`src/rtl/booth_pkg.sv`:
```
// -----------------------------------------------------------------------------
// booth_pkg
// Shared types and sizing helpers for the iterative radix-4 Booth multiplier.
//   state_e      : control FSM states (IDLE, BUSY, DONE)
//   digit_e      : decoded radix-4 Booth digit
//   calc_ng      : number of Booth groups for a given operand width
//   calc_iter    : BUSY cycles needed for a given width and digits-per-cycle
//   decode_digit : triplet (b[2i+1], b[2i], b[2i-1]) -> Booth digit
// -----------------------------------------------------------------------------
package booth_pkg;

  typedef enum logic [1:0] {
    IDLE = 2'd0,
    BUSY = 2'd1,
    DONE = 2'd2
  } state_e;

  typedef enum logic [2:0] {
    D_ZERO = 3'd0,
    D_POS1 = 3'd1,
    D_POS2 = 3'd2,
    D_NEG1 = 3'd3,
    D_NEG2 = 3'd4
  } digit_e;

  // One group more than WIDTH/2 so that an unsigned operand with its top bit
  // set still ends in a non-negative digit.
  function automatic int calc_ng(input int width);
    return width / 2 + 1;
  endfunction

  function automatic int calc_iter(input int width, input int pp);
    return (calc_ng(width) + pp - 1) / pp;
  endfunction

  function automatic digit_e decode_digit(input logic [2:0] trip);
    digit_e d;
    case (trip)
      3'b001, 3'b010: d = D_POS1;
      3'b011:         d = D_POS2;
      3'b100:         d = D_NEG2;
      3'b101, 3'b110: d = D_NEG1;
      default:        d = D_ZERO;
    endcase
    return d;
  endfunction

endpackage

```
`src/rtl/booth_pp_gen.sv`:
```
// -----------------------------------------------------------------------------
// booth_pp_gen
// Combinational radix-4 Booth partial-product selector.
//   triplet_i [2:0]       : multiplier bits (b[2i+1], b[2i], b[2i-1])
//   mcand_i   [2*WIDTH-1] : multiplicand, already extended to 2*WIDTH bits
//   pp_o      [2*WIDTH-1] : selected multiple, one's-complemented if negative
//   neg_o                 : 1 when pp_o is a one's complement; the caller adds
//                           it as a carry at the digit's bit position
// -----------------------------------------------------------------------------
module booth_pp_gen
  import booth_pkg::*;
#(
  parameter int WIDTH = 32
) (
  input  logic [2:0]         triplet_i,
  input  logic [2*WIDTH-1:0] mcand_i,
  output logic [2*WIDTH-1:0] pp_o,
  output logic               neg_o
);

  digit_e digit;

  always_comb begin
    digit = decode_digit(triplet_i);
    pp_o  = '0;
    neg_o = 1'b0;
    case (digit)
      D_POS1: pp_o = mcand_i;
      D_POS2: pp_o = mcand_i << 1;
      D_NEG1: begin
        pp_o  = ~mcand_i;
        neg_o = 1'b1;
      end
      D_NEG2: begin
        pp_o  = ~(mcand_i << 1);
        neg_o = 1'b1;
      end
      default: ;
    endcase
  end

endmodule

```
`src/rtl/booth_mul_seq.sv`:
```
// -----------------------------------------------------------------------------
// booth_mul_seq
// Iterative radix-4 Booth multiplier, PP_PER_CYCLE digits accumulated per cycle.
//   clk, rst         : clock, synchronous active-high reset
//   in_valid/in_ready: operand handshake (accepted only in IDLE)
//   signed_mode      : 1 = two's-complement operands, 0 = unsigned
//   a, b             : multiplicand, multiplier (WIDTH bits)
//   out_valid/out_ready : product handshake (held in DONE until accepted)
//   product          : exact 2*WIDTH-bit product
// -----------------------------------------------------------------------------
module booth_mul_seq
  import booth_pkg::*;
#(
  parameter int WIDTH        = 32,
  parameter int PP_PER_CYCLE = 1
) (
  input  logic               clk,
  input  logic               rst,
  input  logic               in_valid,
  output logic               in_ready,
  input  logic               signed_mode,
  input  logic [WIDTH-1:0]   a,
  input  logic [WIDTH-1:0]   b,
  output logic               out_valid,
  input  logic               out_ready,
  output logic [2*WIDTH-1:0] product
);

  localparam int ITER = calc_iter(WIDTH, PP_PER_CYCLE);
  localparam int PW   = 2 * WIDTH;
  // Multiplier is extended so every cycle has a full set of PP triplets.
  localparam int BLEN = 2 * ITER * PP_PER_CYCLE;
  localparam int CW   = $clog2(ITER + 1);
  localparam logic [CW-1:0] LAST = CW'(ITER - 1);

  state_e          state_q,  state_d;
  logic [CW-1:0]   cnt_q,    cnt_d;
  logic [PW-1:0]   mcand_q,  mcand_d;
  // Bit 0 is the implicit b[-1]; the register shifts right by 2*PP per cycle,
  // so the current digits always sit at the bottom.
  logic [BLEN:0]   mplier_q, mplier_d;
  logic [PW-1:0]   acc_q,    acc_d;
  logic [PW-1:0]   prod_q,   prod_d;
  logic            ov_q,     ov_d;

  logic [PW-1:0]   pp_raw     [PP_PER_CYCLE];
  logic            pp_neg     [PP_PER_CYCLE];
  logic [PW-1:0]   pp_aligned [PP_PER_CYCLE];
  logic [PW-1:0]   pp_carry   [PP_PER_CYCLE];
  logic [PW-1:0]   step_sum;

  logic            a_ext_bit;
  logic            b_ext_bit;

  assign a_ext_bit = signed_mode & a[WIDTH-1];
  assign b_ext_bit = signed_mode & b[WIDTH-1];

  // The multiplicand register is pre-shifted by 2*PP each cycle, so within a
  // cycle digit gi only needs a constant offset of 2*gi.
  for (genvar gi = 0; gi < PP_PER_CYCLE; gi++) begin : g_pp
    booth_pp_gen #(
      .WIDTH(WIDTH)
    ) u_pp_gen (
      .triplet_i(mplier_q[2*gi+2 : 2*gi]),
      .mcand_i  (mcand_q),
      .pp_o     (pp_raw[gi]),
      .neg_o    (pp_neg[gi])
    );

    // (~x << s) + (1 << s) == -(x << s), so the negate carry lands at bit 2*gi.
    assign pp_aligned[gi] = pp_raw[gi] << (2 * gi);
    assign pp_carry[gi]   = PW'(pp_neg[gi]) << (2 * gi);
  end

  always_comb begin
    step_sum = acc_q;
    for (int p = 0; p < PP_PER_CYCLE; p++) begin
      step_sum = step_sum + pp_aligned[p] + pp_carry[p];
    end
  end

  always_comb begin
    state_d  = state_q;
    cnt_d    = cnt_q;
    mcand_d  = mcand_q;
    mplier_d = mplier_q;
    acc_d    = acc_q;
    prod_d   = prod_q;
    ov_d     = ov_q;
    case (state_q)
      IDLE: begin
        if (in_valid) begin
          mcand_d  = {{WIDTH{a_ext_bit}}, a};
          mplier_d = {{(BLEN - WIDTH){b_ext_bit}}, b, 1'b0};
          acc_d    = '0;
          cnt_d    = '0;
          state_d  = BUSY;
        end
      end
      BUSY: begin
        acc_d    = step_sum;
        mcand_d  = mcand_q << (2 * PP_PER_CYCLE);
        mplier_d = mplier_q >> (2 * PP_PER_CYCLE);
        cnt_d    = cnt_q + 1'b1;
        if (cnt_q == LAST) begin
          state_d = DONE;
          prod_d  = step_sum;
          ov_d    = 1'b1;
        end
      end
      DONE: begin
        if (out_ready) begin
          state_d = IDLE;
          ov_d    = 1'b0;
        end
      end
      default: state_d = IDLE;
    endcase
  end

  always_ff @(posedge clk) begin
    if (rst) begin
      state_q  <= IDLE;
      cnt_q    <= '0;
      mcand_q  <= '0;
      mplier_q <= '0;
      acc_q    <= '0;
      prod_q   <= '0;
      ov_q     <= 1'b0;
    end else begin
      state_q  <= state_d;
      cnt_q    <= cnt_d;
      mcand_q  <= mcand_d;
      mplier_q <= mplier_d;
      acc_q    <= acc_d;
      prod_q   <= prod_d;
      ov_q     <= ov_d;
    end
  end

  assign in_ready  = (state_q == IDLE) & ~rst;
  assign out_valid = ov_q;
  assign product   = prod_q;

endmodule

```
`config.mk`:
```
export PLATFORM = sky130hd
export DESIGN_NAME = booth_mul_seq
export DESIGN_NICKNAME = d
export VERILOG_FILES = /design/src/rtl/booth_pkg.sv /design/src/rtl/booth_pp_gen.sv /design/src/rtl/booth_mul_seq.sv
export SDC_FILE = /design/constraint.sdc
export NUM_CORES = 1
export LEC_CHECK = 0
export BUFFER_PORTS_ARGS = -buffer_cell sky130_fd_sc_hd__buf_2
export CAP_MARGIN = 10
export CORE_ASPECT_RATIO = 0.8
export CORE_MARGIN = 2
export CORE_UTILIZATION = 60
export CTS_CLUSTER_SIZE = 14
export DETAILED_ROUTE_END_ITERATION = 6
export PLACE_DENSITY = 0.81
export SLEW_MARGIN = 15
export SYNTH_ARGS = -nofsm -noshare
export SYNTH_HDL_FRONTEND = slang
export SYNTH_SLANG_ARGS = --single-unit
```
`constraint.sdc`:
```
create_clock -name clk -period 4.86 [get_ports clk]
set_clock_uncertainty 0.15 [all_clocks]
set_input_delay 1.215 -clock clk [delete_from_list [all_inputs] [get_ports clk]]
set_output_delay 1.215 -clock clk [all_outputs]
set_load 0.03 [all_outputs]
```
Word-level counts from Yosys, hierarchy flattened
Index checks and enable logic that the tools add are counted.

storage, ports and cells
  register bits after elaboration = 235
  input bits = 69
  output and inout bits = 66
  logic and storage cells = 60

operators by class
  add/sub/neg operators = 3
  equal/unequal tests = 16
  multiplexer cells = 18
  bitwise logic cells = 6
  reductions and logical operators = 10

operator list
  cell                                            number
  one-hot mux 64 bit (2 select lines)             2
  one-hot mux 64 bit (4 select lines)             1
  2-to-1 mux 64 bit                               2
  NOT 64 bit                                      2
  one-hot mux 35 bit (2 select lines)             1
  adder 64 x 1 -> 64 bit                          1
  adder 64 bit                                    1
  2-to-1 mux 35 bit                               1
  == test 3 x 2 -> 1 bit (second input constant)  4
  == test 3 bit (second input constant)           4
  one-hot mux 3 bit (4 select lines)              1
  one-hot mux 5 bit (2 select lines)              1
  == test 3 x 1 -> 1 bit (second input constant)  2
  2-to-1 mux 2 bit                                3
  != test 2 bit (second input constant)           3
  one-hot mux 2 bit (3 select lines)              1
  AND reduction 3 bit                             2
  OR reduction 2 bit                              3
  adder 5 x 1 -> 5 bit (second input constant)    1
  == test 5 bit (second input constant)           1
  2-to-1 mux 5 bit                                1
  AND reduction 2 bit                             2
  nonzero test 2 bit                              2
  AND 1 bit                                       3
  other kinds (6)                                 8

Longest topological paths before layout
Gate-level depths: netlist of the first run.

  depth in word-level cells = 8
  gate-level depth with buffers = 18
  depth with buffers taken out = 16

By module
From an unflattened synthesis of the first run, not the netlist that was laid out.

second synthesis, totals
  cell total of the unflattened synthesis = 1948
  area, all modules = 15641.3 µm²

modules (own cells, without submodules)
  module         times used  cells each  area each (µm²)
  booth_mul_seq  1           1706        13292.7
  booth_pp_gen   1           242         2348.5

Least setup slack after synthesis of the first run
No wires, ideal clock.

  path kind = register to register
  from = register mplier_q[2]
  to = register acc_q[32]
  library setup time = 117 ps
  data arrival time = 3883 ps
  required time = 4593 ps
  slack = 710 ps
  stages on the path, launching flop included = 17
  cells stage by stage = dfxtp_1 > clkbuf_1 > buf_1 > a21oi_1 > o221ai_1 > fa_1 > inv_1 > fa_1 > a211oi_2 > o211ai_1 > a31oi_1 > o221ai_1 > a211o_1 > a221o_1 > a311oi_2 > xnor2_1 > a22o_1

on the way
  longest elaborated chain between the ends = 8
  elaborated cells between the ends (all ways) = 19
  those cells by class = 2 x add/sub; 10 x eq/ne; 4 x mux; 3 x reduce/logical

ends and longest elaborated chain
  item                                                                              line                                     text
  from (decl)                                                                       booth_mul_seq.sv:41                      logic [BLEN:0] mplier_q, mplier_d;
  from (signal assigned)                                                            booth_mul_seq.sv:134                     mplier_q <= mplier_d;
  == test 3 bit, or another cell as far along                                       booth_pkg.sv:38                          case (trip)
  OR reduction 2 bit                                                                booth_pkg.sv:38
  one-hot mux 3 bit (4 select lines) *                                              booth_pkg.sv:38
  == test 3 bit, or another cell as far along                                       booth_pp_gen.sv:27                       case (digit)
  one-hot mux 64 bit (4 select lines) / OR reduction 2 bit (equally long branches)  -
  adder 64 bit / 2-to-1 mux 1 bit (equally long branches)                           booth_mul_seq.sv:78, booth_pp_gen.sv:27
  adder 64 x 1 -> 64 bit *                                                          booth_mul_seq.sv:78                      step_sum = step_sum + pp_aligned[p] + pp_carry[p];
  one-hot mux 64 bit (2 select lines) *                                             booth_mul_seq.sv:90                      case (state_q)
  to (signal assigned)                                                              booth_mul_seq.sv:127                     acc_q <= '0;
  to (signal assigned)                                                              booth_mul_seq.sv:135                     acc_q <= acc_d;
  to (decl)                                                                         booth_mul_seq.sv:42                      logic [PW-1:0] acc_q, acc_d;

Every way passes the cells marked *; elsewhere a longest branch is shown, timed or not.
A chain may end at the register's enable or synchronous reset.

Worst setup path after layout of the first run
  from = register mplier_q[2]
  to = register prod_q[63], in the netlist product[63]

on the way
  longest elaborated chain between the ends = 7
  elaborated cells between the ends (all ways) = 18
  those cells by class = 2 x add/sub; 10 x eq/ne; 3 x mux; 3 x reduce/logical

ends and longest elaborated chain
  item                                                                              line                                     text
  == test 3 bit, or another cell as far along                                       booth_pkg.sv:38
  OR reduction 2 bit                                                                booth_pkg.sv:38
  one-hot mux 3 bit (4 select lines) *                                              booth_pkg.sv:38
  == test 3 bit, or another cell as far along                                       booth_pp_gen.sv:27
  one-hot mux 64 bit (4 select lines) / OR reduction 2 bit (equally long branches)  -
  adder 64 bit / 2-to-1 mux 1 bit (equally long branches)                           booth_mul_seq.sv:78, booth_pp_gen.sv:27
  adder 64 x 1 -> 64 bit *                                                          booth_mul_seq.sv:78
  to (signal assigned)                                                              booth_mul_seq.sv:136                     prod_q <= prod_d;
  to (decl)                                                                         booth_mul_seq.sv:43                      logic [PW-1:0] prod_q, prod_d;

Marks and branches as above.

==> flow_metrics.env, run 1 <==
export IMPL_grt_antenna_before_repair=0
export IMPL_post_route_util_pct=68.02
export IMPL_critPathKind="register to register"
export IMPL_post_dp_area_mm2=0.01512
export IMPL_timing_rr_start="mplier_q[2]$_SDFFE_PP0P_"
export IMPL_timing_setup_tns_ps=0
export IMPL_maxCapViolations=0
export IMPL_filler_cell_count=2001
export IMPL_num_antenna_cells=0
export IMPL_htree_num_levels=1
export IMPL_synth_enable_flop_cells=0
export IMPL_cts_tree="done"
export IMPL_cp_start_kind="register"
export IMPL_clock_sinks=234
export IMPL_yosys_warnings=0
export IMPL_cts_path_max_buffers=3
export IMPL_cp_required_ps=5170
export IMPL_detail_route_first_pass_iterations=5
export IMPL_final_hold_viol_count=0
export IMPL_clock_latency_on_the_worst_skew_pair_ps=530
export IMPL_routed_via_count=14130
export IMPL_period_share_pct=92.70
export IMPL_drt_antenna_violating_nets=0
export IMPL_final_cell_mix="sky130_fd_sc_hd__nor2_1 (284), sky130_fd_sc_hd__dfxtp_1 (229), sky130_fd_sc_hd__a21oi_1 (220)"
export IMPL_stdcell_area_mm2=0.01596
export IMPL_ys_dominant_reg_cell="sky130_fd_sc_hd__dfxtp_1"
export IMPL_yosys_register_bits=234
export IMPL_grt_overflow_total=0
export IMPL_start_util_pct=61.09
export IMPL_synthDistinctLibCells=72
export IMPL_synth_seq_area_share_pct=32.68
export IMPL_hold_depth=2
export IMPL_hpwl_mm=28.43
export IMPL_worst_slew_pin_transition_ps=1067
export IMPL_syn2layout_area_growth_pct=11.34
export IMPL_setup_viol_count_final=0
export IMPL_chipHeight_um=142.2
export IMPL_tritoncts_num_buffers=24
export IMPL_drt_wl_total_mm=40.59
export IMPL_run_status="completed"
export IMPL_post_synth_instance_area_mm2=0.01433
export IMPL_synth_async_reset_ratio_pct=0
export IMPL_root_buffer="sky130_fd_sc_hd__clkbuf_16"
export IMPL_grt_first_pass_wirelength_mm=64.87
export IMPL_final_max_slew_viol_count=0
export IMPL_fmax_ghz=0.2220
export IMPL_routed_wire_per_std_cell_um=17.78
export IMPL_layout_area_seq_mm2=0.004696
export IMPL_drt_drc_violations_left=0
export IMPL_timing_critical_path_arrival_ps=4810
export IMPL_max_slew_margin_pct=28.82
export IMPL_io_buffer_count=134
export IMPL_ff2ff_path_depth=13
export IMPL_power_density_mw_per_mm2=324.7
export IMPL_period_needed_ps=4505
export IMPL_groute_usage_overall_pct=31.57
export IMPL_power_ir_vdd_worst_uv=246.6
export IMPL_fp_dieW_um=176.8
export IMPL_syn_avg_cell_area_um2=7.496
export IMPL_ctsHoldBuffers=0
export IMPL_layout_cell_share_with_drive_strength_beyond_1_pct=12.02
export IMPL_placement_rows=50
export IMPL_worst_setup_path_end_kind="register"
export IMPL_via_count_of_the_first_global_routing_pass=12370
export IMPL_largest_net_degree_at_the_start_of_global_routing=96
export IMPL_setup_repair_after_global_routing_missed_its_margin="false"
export IMPL_routed_via_density=6.190
export IMPL_synthCells=1912
export IMPL_layout_commonest_cell="sky130_fd_sc_hd__nor2_1"
export IMPL_ioPinCount=135
export IMPL_clk_transition_reported_paths_ps=60
export IMPL_design_core_area_mm2=0.02346
export IMPL_power_leakage_nw=6.878
export IMPL_worst_min_path_class="register to register"
export IMPL_floorplan_die_area_mm2=0.02515
export IMPL_critPathLaunch="mplier_q[2]$_SDFFE_PP0P_"
export IMPL_layout_nets=2091
export IMPL_crit_fanout=34
export IMPL_min_delay_start="product[35]$_SDFFE_PP0P_"
export IMPL_drt_initial_drc_count=1563
export IMPL_gp_routability_congestion=0.9876
export IMPL_multi_input_comb_area_mm2=0.009084
export IMPL_synth_nets=2047
==> final timing paths <==
kind / to / slack [ps]
worst max-delay path: product[63]$_SDFFE_PP0P_ / 350
worst min-delay path: product[35]$_SDFFE_PP0P_ / 300
worst max register to register: product[63]$_SDFFE_PP0P_ / 350
worst min register to register: product[35]$_SDFFE_PP0P_ / 300
==> per-layer routing <==
metal | part of all wire (%) | up-vias | global-route usage (%) | routed length (um)
met5 | 0 | - | 0 | 0
met4 | 1.5 | 0 | 6.264 | 621
met3 | 9.5 | 44 | 6.437 | 3859
met2 | 41 | 583 | 44.37 | 16460
met1 | 48 | 6640 | 49.24 | 19650
li1 | - | 6864 | - | -
==> final cells by class <==
class | count | area share [%]
Tap cell | 312 | 2.446
Inverter | 23 | 0.5410
Timing Repair Buffer | 165 | 5.700
Sequential cell | 234 | 29.43
Clock inverter | 8 | 0.5488
Clock buffer | 33 | 4.414
Multi-Input combinational cell | 1508 | 56.92
==> sequential cells by signal, summed over array words and instances, names as in the netlist <==
name / count
acc_q: 64
mcand_q: 64
product: 64
mplier_q: 34
cnt_q: 5
state_q: 2
out_valid: 1
==> worst max-delay path, cell delays in order (launching register included) <==
cell	delay (ps)
sky130_fd_sc_hd__dfxtp_4	550
sky130_fd_sc_hd__buf_4	520
sky130_fd_sc_hd__xor2_1	130
sky130_fd_sc_hd__a22oi_1	160
sky130_fd_sc_hd__o21ai_0	160
sky130_fd_sc_hd__ha_1	470
sky130_fd_sc_hd__nand4_1	200
sky130_fd_sc_hd__nor3_1	290
sky130_fd_sc_hd__and3_1	250
sky130_fd_sc_hd__o2111ai_1	210
sky130_fd_sc_hd__a211oi_2	420
sky130_fd_sc_hd__o21ai_2	190
sky130_fd_sc_hd__or4_1	520
sky130_fd_sc_hd__a31oi_1	170
==> synthesized netlist by cell type, types with 10 or more instances <==
library cell | number | area [um^2]
sky130_fd_sc_hd__inv_1 | 23 | 86.33
sky130_fd_sc_hd__xor2_1 | 87 | 762.0
sky130_fd_sc_hd__a22oi_1 | 130 | 975.9
sky130_fd_sc_hd__o21ai_0 | 112 | 560.5
sky130_fd_sc_hd__o21bai_1 | 14 | 105.1
sky130_fd_sc_hd__nand4_1 | 26 | 162.7
sky130_fd_sc_hd__a21o_1 | 29 | 217.7
sky130_fd_sc_hd__a21oi_1 | 220 | 1101
sky130_fd_sc_hd__ha_1 | 64 | 800.8
sky130_fd_sc_hd__nand2b_1 | 12 | 75.07
sky130_fd_sc_hd__a22o_1 | 17 | 148.9
sky130_fd_sc_hd__nand3_1 | 17 | 85.08
sky130_fd_sc_hd__xnor2_1 | 38 | 332.8
sky130_fd_sc_hd__clkbuf_1 | 127 | 476.7
sky130_fd_sc_hd__nor2b_1 | 70 | 437.9
sky130_fd_sc_hd__dfxtp_1 | 234 | 4684
sky130_fd_sc_hd__nor2_1 | 288 | 1081
sky130_fd_sc_hd__nand2_1 | 164 | 615.6
sky130_fd_sc_hd__o21a_1 | 10 | 75.07
sky130_fd_sc_hd__nor3_1 | 82 | 410.4
sky130_fd_sc_hd__a211oi_1 | 10 | 75.07
sky130_fd_sc_hd__buf_1 | 14 | 52.55
==> per-stage QoR <==
stage | setup slack [ps] | std cells | hold slack (ps) | power (mW)
after detailed placement | 204.5 | 2240 | 293.2 | 3.321
final | 354.9 | 2283 | 300.1 | 5.181
after global placement | 258.9 | 2240 | 288.4 | 3.297
after global routing | 43.64 | 2283 | 319.6 | 5.414
after floorplan | 710.2 | 1912 | 281.5 | 3.015
after CTS | 184.1 | 2281 | 302.2 | 5.171
==> power by group <==
group	switching [mW]	leakage (nW)	total, mW	internal [mW]
clock network	0.795	0.388	1.86	1.07
logic	0.741	4.58	1.18	0.435
registers	0.124	1.91	2.14	2.02
total	1.66	6.88	5.18	3.52
==> cells by family after synthesis <==
| logic type | count (synthesis) | share of synthesized area [%] |
|---|---|---|
| AO/OA/AOI/OAI | 617 | 27.27 |
| XOR/XNOR | 125 | 7.639 |
| buffers and inverters | 171 | 4.539 |
| multiplexers | 2 | 0.1397 |
| adder cells (fa/ha/maj) | 66 | 5.866 |
| AND/OR/NAND/NOR | 697 | 21.86 |
| flip-flops | 234 | 32.68 |
==> timing repair <==
item	in CTS	in global routing
endpoints found under the hold margin	0	0
resized for setup	0	4
setup endpoints to repair	0	26
setup buffers	0	1
(Power assumes the default switching activity.)
==> run 2, diff against run 1 <==
- MAX_ROUTING_LAYER: default -> met4
==> run 2 against run 1 <==
Register-to-register slack lost 170 ps. Utilization increased by 0.22 points. Critical endpoint is now product[32]$_SDFFE_PP0P_. Power rose by 0.72%.
==> flow_metrics.env, run 2 (synthesis gave the netlist of run 1 again) <==
export IMPL_run_status="completed"
export IMPL_numPlacedInstances=2244
export IMPL_cts_tree="done"
export IMPL_design_core_area_mm2=0.02346
export IMPL_hold_worst_slack_ps=298.9
export IMPL_drt_antenna_violating_nets=0
export IMPL_start_util_pct=61.09
export IMPL_grt_first_pass_wirelength_mm=67.45
export IMPL_power_ir_vdd_worst_uv=251.4
export IMPL_syn2layout_area_growth_pct=11.70
export IMPL_clk_transition_reported_paths_ps=60
export IMPL_worstHoldEndpoint="product[43]$_SDFFE_PP0P_"
export IMPL_fp_dieW_um=176.8
export IMPL_final_max_slew_viol_count=0
export IMPL_final_hold_viol_count=0
export IMPL_hold_depth=2
export IMPL_io_buffer_count=134
export IMPL_power_density_mw_per_mm2=325.9
export IMPL_gp_routability_congestion=0.9786
export IMPL_timing_setup_tns_ps=0
export IMPL_drt_drc_violations_left=0
export IMPL_groute_usage_overall_pct=34.05
export IMPL_drt_wl_total_mm=42.39
export IMPL_routed_via_density=6.140
export IMPL_maxCapViolations=0
export IMPL_stdcell_area_mm2=0.01601
export IMPL_critPathKind="register to register"
export IMPL_crit_fanout=23
export IMPL_setup_repair_after_global_routing_missed_its_margin="false"
export IMPL_detail_route_first_pass_iterations=6
export IMPL_filler_cell_count=2029
export IMPL_final_cells=2292
export IMPL_fmax_ghz=0.2140
export IMPL_layout_commonest_cell="sky130_fd_sc_hd__nor2_1"
export IMPL_setup_reg_to_reg_worst_slack_ps=190
export IMPL_post_route_worst_setup_slack_ps=188.0
export IMPL_cp_slowest_cell="sky130_fd_sc_hd__dfxtp_4"
export IMPL_ctsHoldBuffers=0
export IMPL_final_cell_mix="sky130_fd_sc_hd__nor2_1 (284), sky130_fd_sc_hd__dfxtp_1 (229), sky130_fd_sc_hd__a21oi_1 (220)"
export IMPL_timing_critical_path_arrival_ps=4990
export IMPL_worst_min_path_class="register to register"
export IMPL_hpwl_mm=29.62
export IMPL_cp_start_kind="register"
export IMPL_root_buffer="sky130_fd_sc_hd__clkbuf_16"
export IMPL_routed_wire_per_std_cell_um=18.50
export IMPL_timing_rr_start="mplier_q[2]$_SDFFE_PP0P_"
export IMPL_period_share_pct=96.13
export IMPL_worst_slew_pin_transition_ps=1172
export IMPL_total_power_mw=5.218
export IMPL_preCtsSetupSlack_ps=276.6
export IMPL_drt_initial_drc_count=1433
export IMPL_ff2ff_path_depth=15
export IMPL_tritoncts_num_buffers=24
export IMPL_min_delay_start="product[43]$_SDFFE_PP0P_"
export IMPL_longest_individual_stage_delay_on_the_worst_path_ps=560
export IMPL_post_dp_area_mm2=0.01516
export IMPL_power_leakage_nw=6.908
export IMPL_period_needed_ps=4672
export IMPL_cp_cell_sequence="nor2_4, buf_4, a22oi_1, o21ai_0, fa_1, a211oi_2, o211ai_1, a31oi_1, o221ai_1, a211o_1, a221o_1, a311oi_2, xnor2_1, nand2_1, a21oi_1"
export IMPL_clock_sinks=234
export IMPL_chipHeight_um=142.2
export IMPL_floorplan_die_area_mm2=0.02515
export IMPL_grt_antenna_before_repair=0
export IMPL_cp_required_ps=5170
export IMPL_placement_rows=50
export IMPL_clock_latency_on_the_worst_skew_pair_ps=540
export IMPL_htree_num_levels=1
export IMPL_ioPinCount=135
export IMPL_num_antenna_cells=0
export IMPL_cts_path_max_buffers=3
export IMPL_routed_via_count=14070
export IMPL_layout_nets=2098
export IMPL_reg2reg_to="product[32]$_SDFFE_PP0P_"
export IMPL_via_count_of_the_first_global_routing_pass=12770
export IMPL_grt_overflow_total=0
export IMPL_largest_net_degree_at_the_start_of_global_routing=104
export IMPL_max_slew_margin_pct=21.75
export IMPL_layout_cell_share_with_drive_strength_beyond_1_pct=12.22
export IMPL_setup_viol_count_final=0
export IMPL_post_route_util_pct=68.24
export IMPL_worst_setup_path_end_kind="register"
## run 2: worst max-delay path by stage
stage,startpoint,to,cells after the start
detailed placement,mplier_q[0]$_SDFFE_PP0P_,acc_q[63]$_SDFFE_PP0P_,15
CTS,mplier_q[0]$_SDFFE_PP0P_,acc_q[63]$_SDFFE_PP0P_,15
global placement,mplier_q[0]$_SDFFE_PP0P_,acc_q[63]$_SDFFE_PP0P_,15
finish,mplier_q[2]$_SDFFE_PP0P_,product[32]$_SDFFE_PP0P_,15
floorplan,mplier_q[2]$_SDFFE_PP0P_,acc_q[32]$_SDFFE_PP0P_,16
global route,mplier_q[2]$_SDFFE_PP0P_,product[32]$_SDFFE_PP0P_,15
## run 2: final cells by class
type	instances	area (um^2)	area share [%]
Clock buffer	34	699.4	4.369
Clock inverter	9	92.59	0.5784
Inverter	23	86.33	0.5393
Multi-Input combinational cell	1508	9066	56.63
Sequential cell	234	4696	29.33
Tap cell	312	390.4	2.438
Timing Repair Buffer	172	978.4	6.112
## run 2: critical path: cells and delay by family (launching register included)
kind                       cells  cell delay [ps]
AOI/OAI and AO/OA             10             2830
DFF                            1              560
adders and majority gates      1              510
xor gates and xnor gates       1              190
buffers and inverters          1              180
and+or+nand+nor                2              170
## run 2: power breakdown
group / internal, mW / total (mW) / switching (mW) / leakage (nW)
registers: 2.02 / 2.13 / 0.113 / 1.91
clock network: 1.06 / 1.88 / 0.818 / 0.380
logic: 0.447 / 1.21 / 0.761 / 4.62
total: 3.53 / 5.22 / 1.69 / 6.91
## run 2: timing repair
| action | in CTS | in global routing |
|---|---|---|
| buffers inserted | 0 | 4 |
| gates resized for setup | 0 | 3 |
| setup endpoints to repair | 0 | 14 |
## run 2: metal layers
layer,track usage (%),vias up,share of wire [%]
met3,5.769,57,8.8
met1,51.28,6535,49
met2,47.37,612,40
met5,-,-,0
li1,-,6868,-
met4,6.916,0,1.9
==> run 3, diff against run 2 <==
==> constraint.sdc (replaced) <==
create_clock -name clk -period 4.86 [get_ports clk]
set_clock_uncertainty 0.15 [all_clocks]
set_input_delay 0.972 -clock clk [delete_from_list [all_inputs] [get_ports clk]]
set_output_delay 0.972 -clock clk [all_outputs]
set_load 0.03 [all_outputs]
==> run 3 against run 2 <==
The run now ends with DRC left. First-iteration DRC count grew 8.2%. Combinational power is essentially flat. Sequential share of layout area grew 0.075 points. Final area shrank 0.28%.
==> flow_metrics.env, run 3 (synthesis gave the netlist of run 1 again) <==
export IMPL_routed_via_count=14150
export IMPL_preCtsSetupSlack_ps=331.9
export IMPL_layout_cell_share_with_drive_strength_beyond_1_pct=11.96
export IMPL_post_route_worst_setup_slack_ps=295.3
export IMPL_clock_latency_on_the_worst_skew_pair_ps=540
export IMPL_multi_input_comb_area_mm2=0.009071
export IMPL_met2_resource_use_gr_pct=46.73
export IMPL_num_antenna_cells=0
export IMPL_crit_fanout=20
export IMPL_syn2layout_area_growth_pct=11.38
export IMPL_cts_path_max_buffers=3
export IMPL_longest_individual_stage_delay_on_the_worst_path_ps=540
export IMPL_tritoncts_num_buffers=24
export IMPL_start_util_pct=61.09
export IMPL_grt_antenna_before_repair=0
export IMPL_drt_drc_violations_left=1
export IMPL_placement_rows=50
export IMPL_via_count_of_the_first_global_routing_pass=12790
export IMPL_power_ir_vdd_worst_uv=255.2
export IMPL_run_status="finished, violations left"
export IMPL_layout_commonest_cell="sky130_fd_sc_hd__nor2_1"
export IMPL_cts_tree="done"
export IMPL_setup_viol_count_final=0
export IMPL_setup_repair_after_global_routing_missed_its_margin="false"
export IMPL_final_cell_mix="sky130_fd_sc_hd__nor2_1 (284), sky130_fd_sc_hd__dfxtp_1 (230), sky130_fd_sc_hd__a21oi_1 (220)"
export IMPL_global_route_hottest_layer="met1"
export IMPL_timing_setup_tns_ps=0
export IMPL_drt_antenna_violating_nets=0
export IMPL_layout_area_seq_mm2=0.004695
export IMPL_timing_critical_path_arrival_ps=4880
export IMPL_maxCapViolations=0
export IMPL_io_buffer_count=134
export IMPL_ctsHoldBuffers=0
export IMPL_detail_route_first_pass_iterations=7
export IMPL_hpwl_mm=29.56
export IMPL_timing_critical_path_max_delay_family="compound AO/OA/AOI/OAI gates"
export IMPL_routed_wire_per_std_cell_um=18.44
export IMPL_globalRouteMet1Util_pct=52.03
export IMPL_cp_start_kind="register"
export IMPL_routing_usage_on_met3_pct=5.075
export IMPL_grt_overflow_total=0
export IMPL_routed_via_density=6.189
export IMPL_period_share_pct=93.92
export IMPL_worst_path_buf_inv=2
export IMPL_chipHeight_um=142.2
export IMPL_worst_setup_path_end_kind="register"
export IMPL_root_buffer="sky130_fd_sc_hd__clkbuf_16"
export IMPL_htree_num_levels=1
export IMPL_power_density_mw_per_mm2=324.6
export IMPL_final_hold_viol_count=0
export IMPL_grt_first_pass_wirelength_mm=68.10
export IMPL_floorplan_die_area_mm2=0.02515
export IMPL_fmax_ghz=0.2191
export IMPL_violations_in_the_final_reports="DRC"
export IMPL_final_max_slew_viol_count=0
export IMPL_cp_required_ps=5180
export IMPL_cp_slowest_cell="sky130_fd_sc_hd__dfxtp_4"
export IMPL_power_leakage_nw=6.882
export IMPL_cp_cell_sequence="buf_4, xor2_1, a22oi_1, o21ai_0, ha_1, o21ai_0, a21oi_1, o211ai_1, a211oi_1, o31ai_1, a2111oi_1, buf_4, o221ai_1, xnor2_1, nand2_1, a21oi_1"
export IMPL_clock_sinks=234
export IMPL_filler_cell_count=2036
export IMPL_groute_usage_overall_pct=34.09
export IMPL_drt_initial_drc_count=1550
export IMPL_design_core_area_mm2=0.02346
export IMPL_layout_nets=2094
export IMPL_period_needed_ps=4565
export IMPL_largest_net_degree_at_the_start_of_global_routing=93
export IMPL_clk_transition_reported_paths_ps=60
export IMPL_fp_dieW_um=176.8
export IMPL_critPathKind="register to register"
export IMPL_max_slew_margin_pct=22.04
export IMPL_gp_routability_congestion=0.9989
export IMPL_drt_wl_total_mm=42.15
export IMPL_worst_min_path_class="register to register"
export IMPL_ioPinCount=135
export IMPL_worst_slew_pin_transition_ps=1168
[run 3: worst reg2reg max path, delay by kind of cell (launching register included)]
family                   cells  cell delay, ps
AND/OR/NAND/NOR              1              80
XOR/XNOR                     2             330
flip-flops                   1             540
adder cells (fa/ha/maj)      1             420
AO/OA/AOI/OAI               10            2470
buffers and inverters        2             530
[run 3: routing by layer]
metal,share of wire (%),vias to the layer above
met5,0,-
met4,2.3,0
met3,9.1,70
met2,40,636
met1,48,6588
li1,-,6855
[run 3: timing repair]
item | CTS | global route
endpoints found under the setup margin | 0 | 13
resized for setup | 0 | 4
buffers inserted | 0 | 0
endpoints found under the hold margin | 0 | 0
[run 3: metrics by stage]
stage / instances / hold slack [ps] / area, um^2 / utilization [%] / total power, mW
after floorplan: 1912 / 281.5 / 14330 / - / 3.015
after detailed placement: 2244 / 293.1 / 15160 / 64.63 / 3.334
after global placement: 2244 / 288.1 / 15160 / 64.63 / 3.312
after global routing: 2286 / 315.9 / 15960 / 68.05 / 5.413
after CTS: 2285 / 302.4 / 15940 / 67.93 / 5.167
final: 2286 / 299.7 / 15960 / 68.05 / 5.182
[run 3: cell type report]
| class | count | area share [%] |
|---|---|---|
| clock inverter | 6 | 0.4467 |
| clock buffer | 35 | 4.397 |
| tap | 312 | 2.445 |
| multi-input combinational | 1508 | 56.82 |
| inverter | 23 | 0.5408 |
| sequential | 234 | 29.41 |
| timing repair buffer | 168 | 5.941 |
[run 3: path summary, 6_finish.rpt]
check,start,to,slack (ps),cells past startpoint
min reg2reg,product[21]$_SDFFE_PP0P_,product[21]$_SDFFE_PP0P_,300,2
max reg2reg,mplier_q[2]$_SDFFE_PP0P_,product[61]$_SDFFE_PP0P_,300,16
max,mplier_q[2]$_SDFFE_PP0P_,product[61]$_SDFFE_PP0P_,300,16
min,product[21]$_SDFFE_PP0P_,product[21]$_SDFFE_PP0P_,300,2
[run 3: where the power goes]
part / total (mW) / switching, mW / internal (mW)
Sequential: 2.13 / 0.114 / 2.02
Combinational: 1.20 / 0.762 / 0.442
Clock: 1.85 / 0.794 / 1.05
Total: 5.18 / 1.67 / 3.51
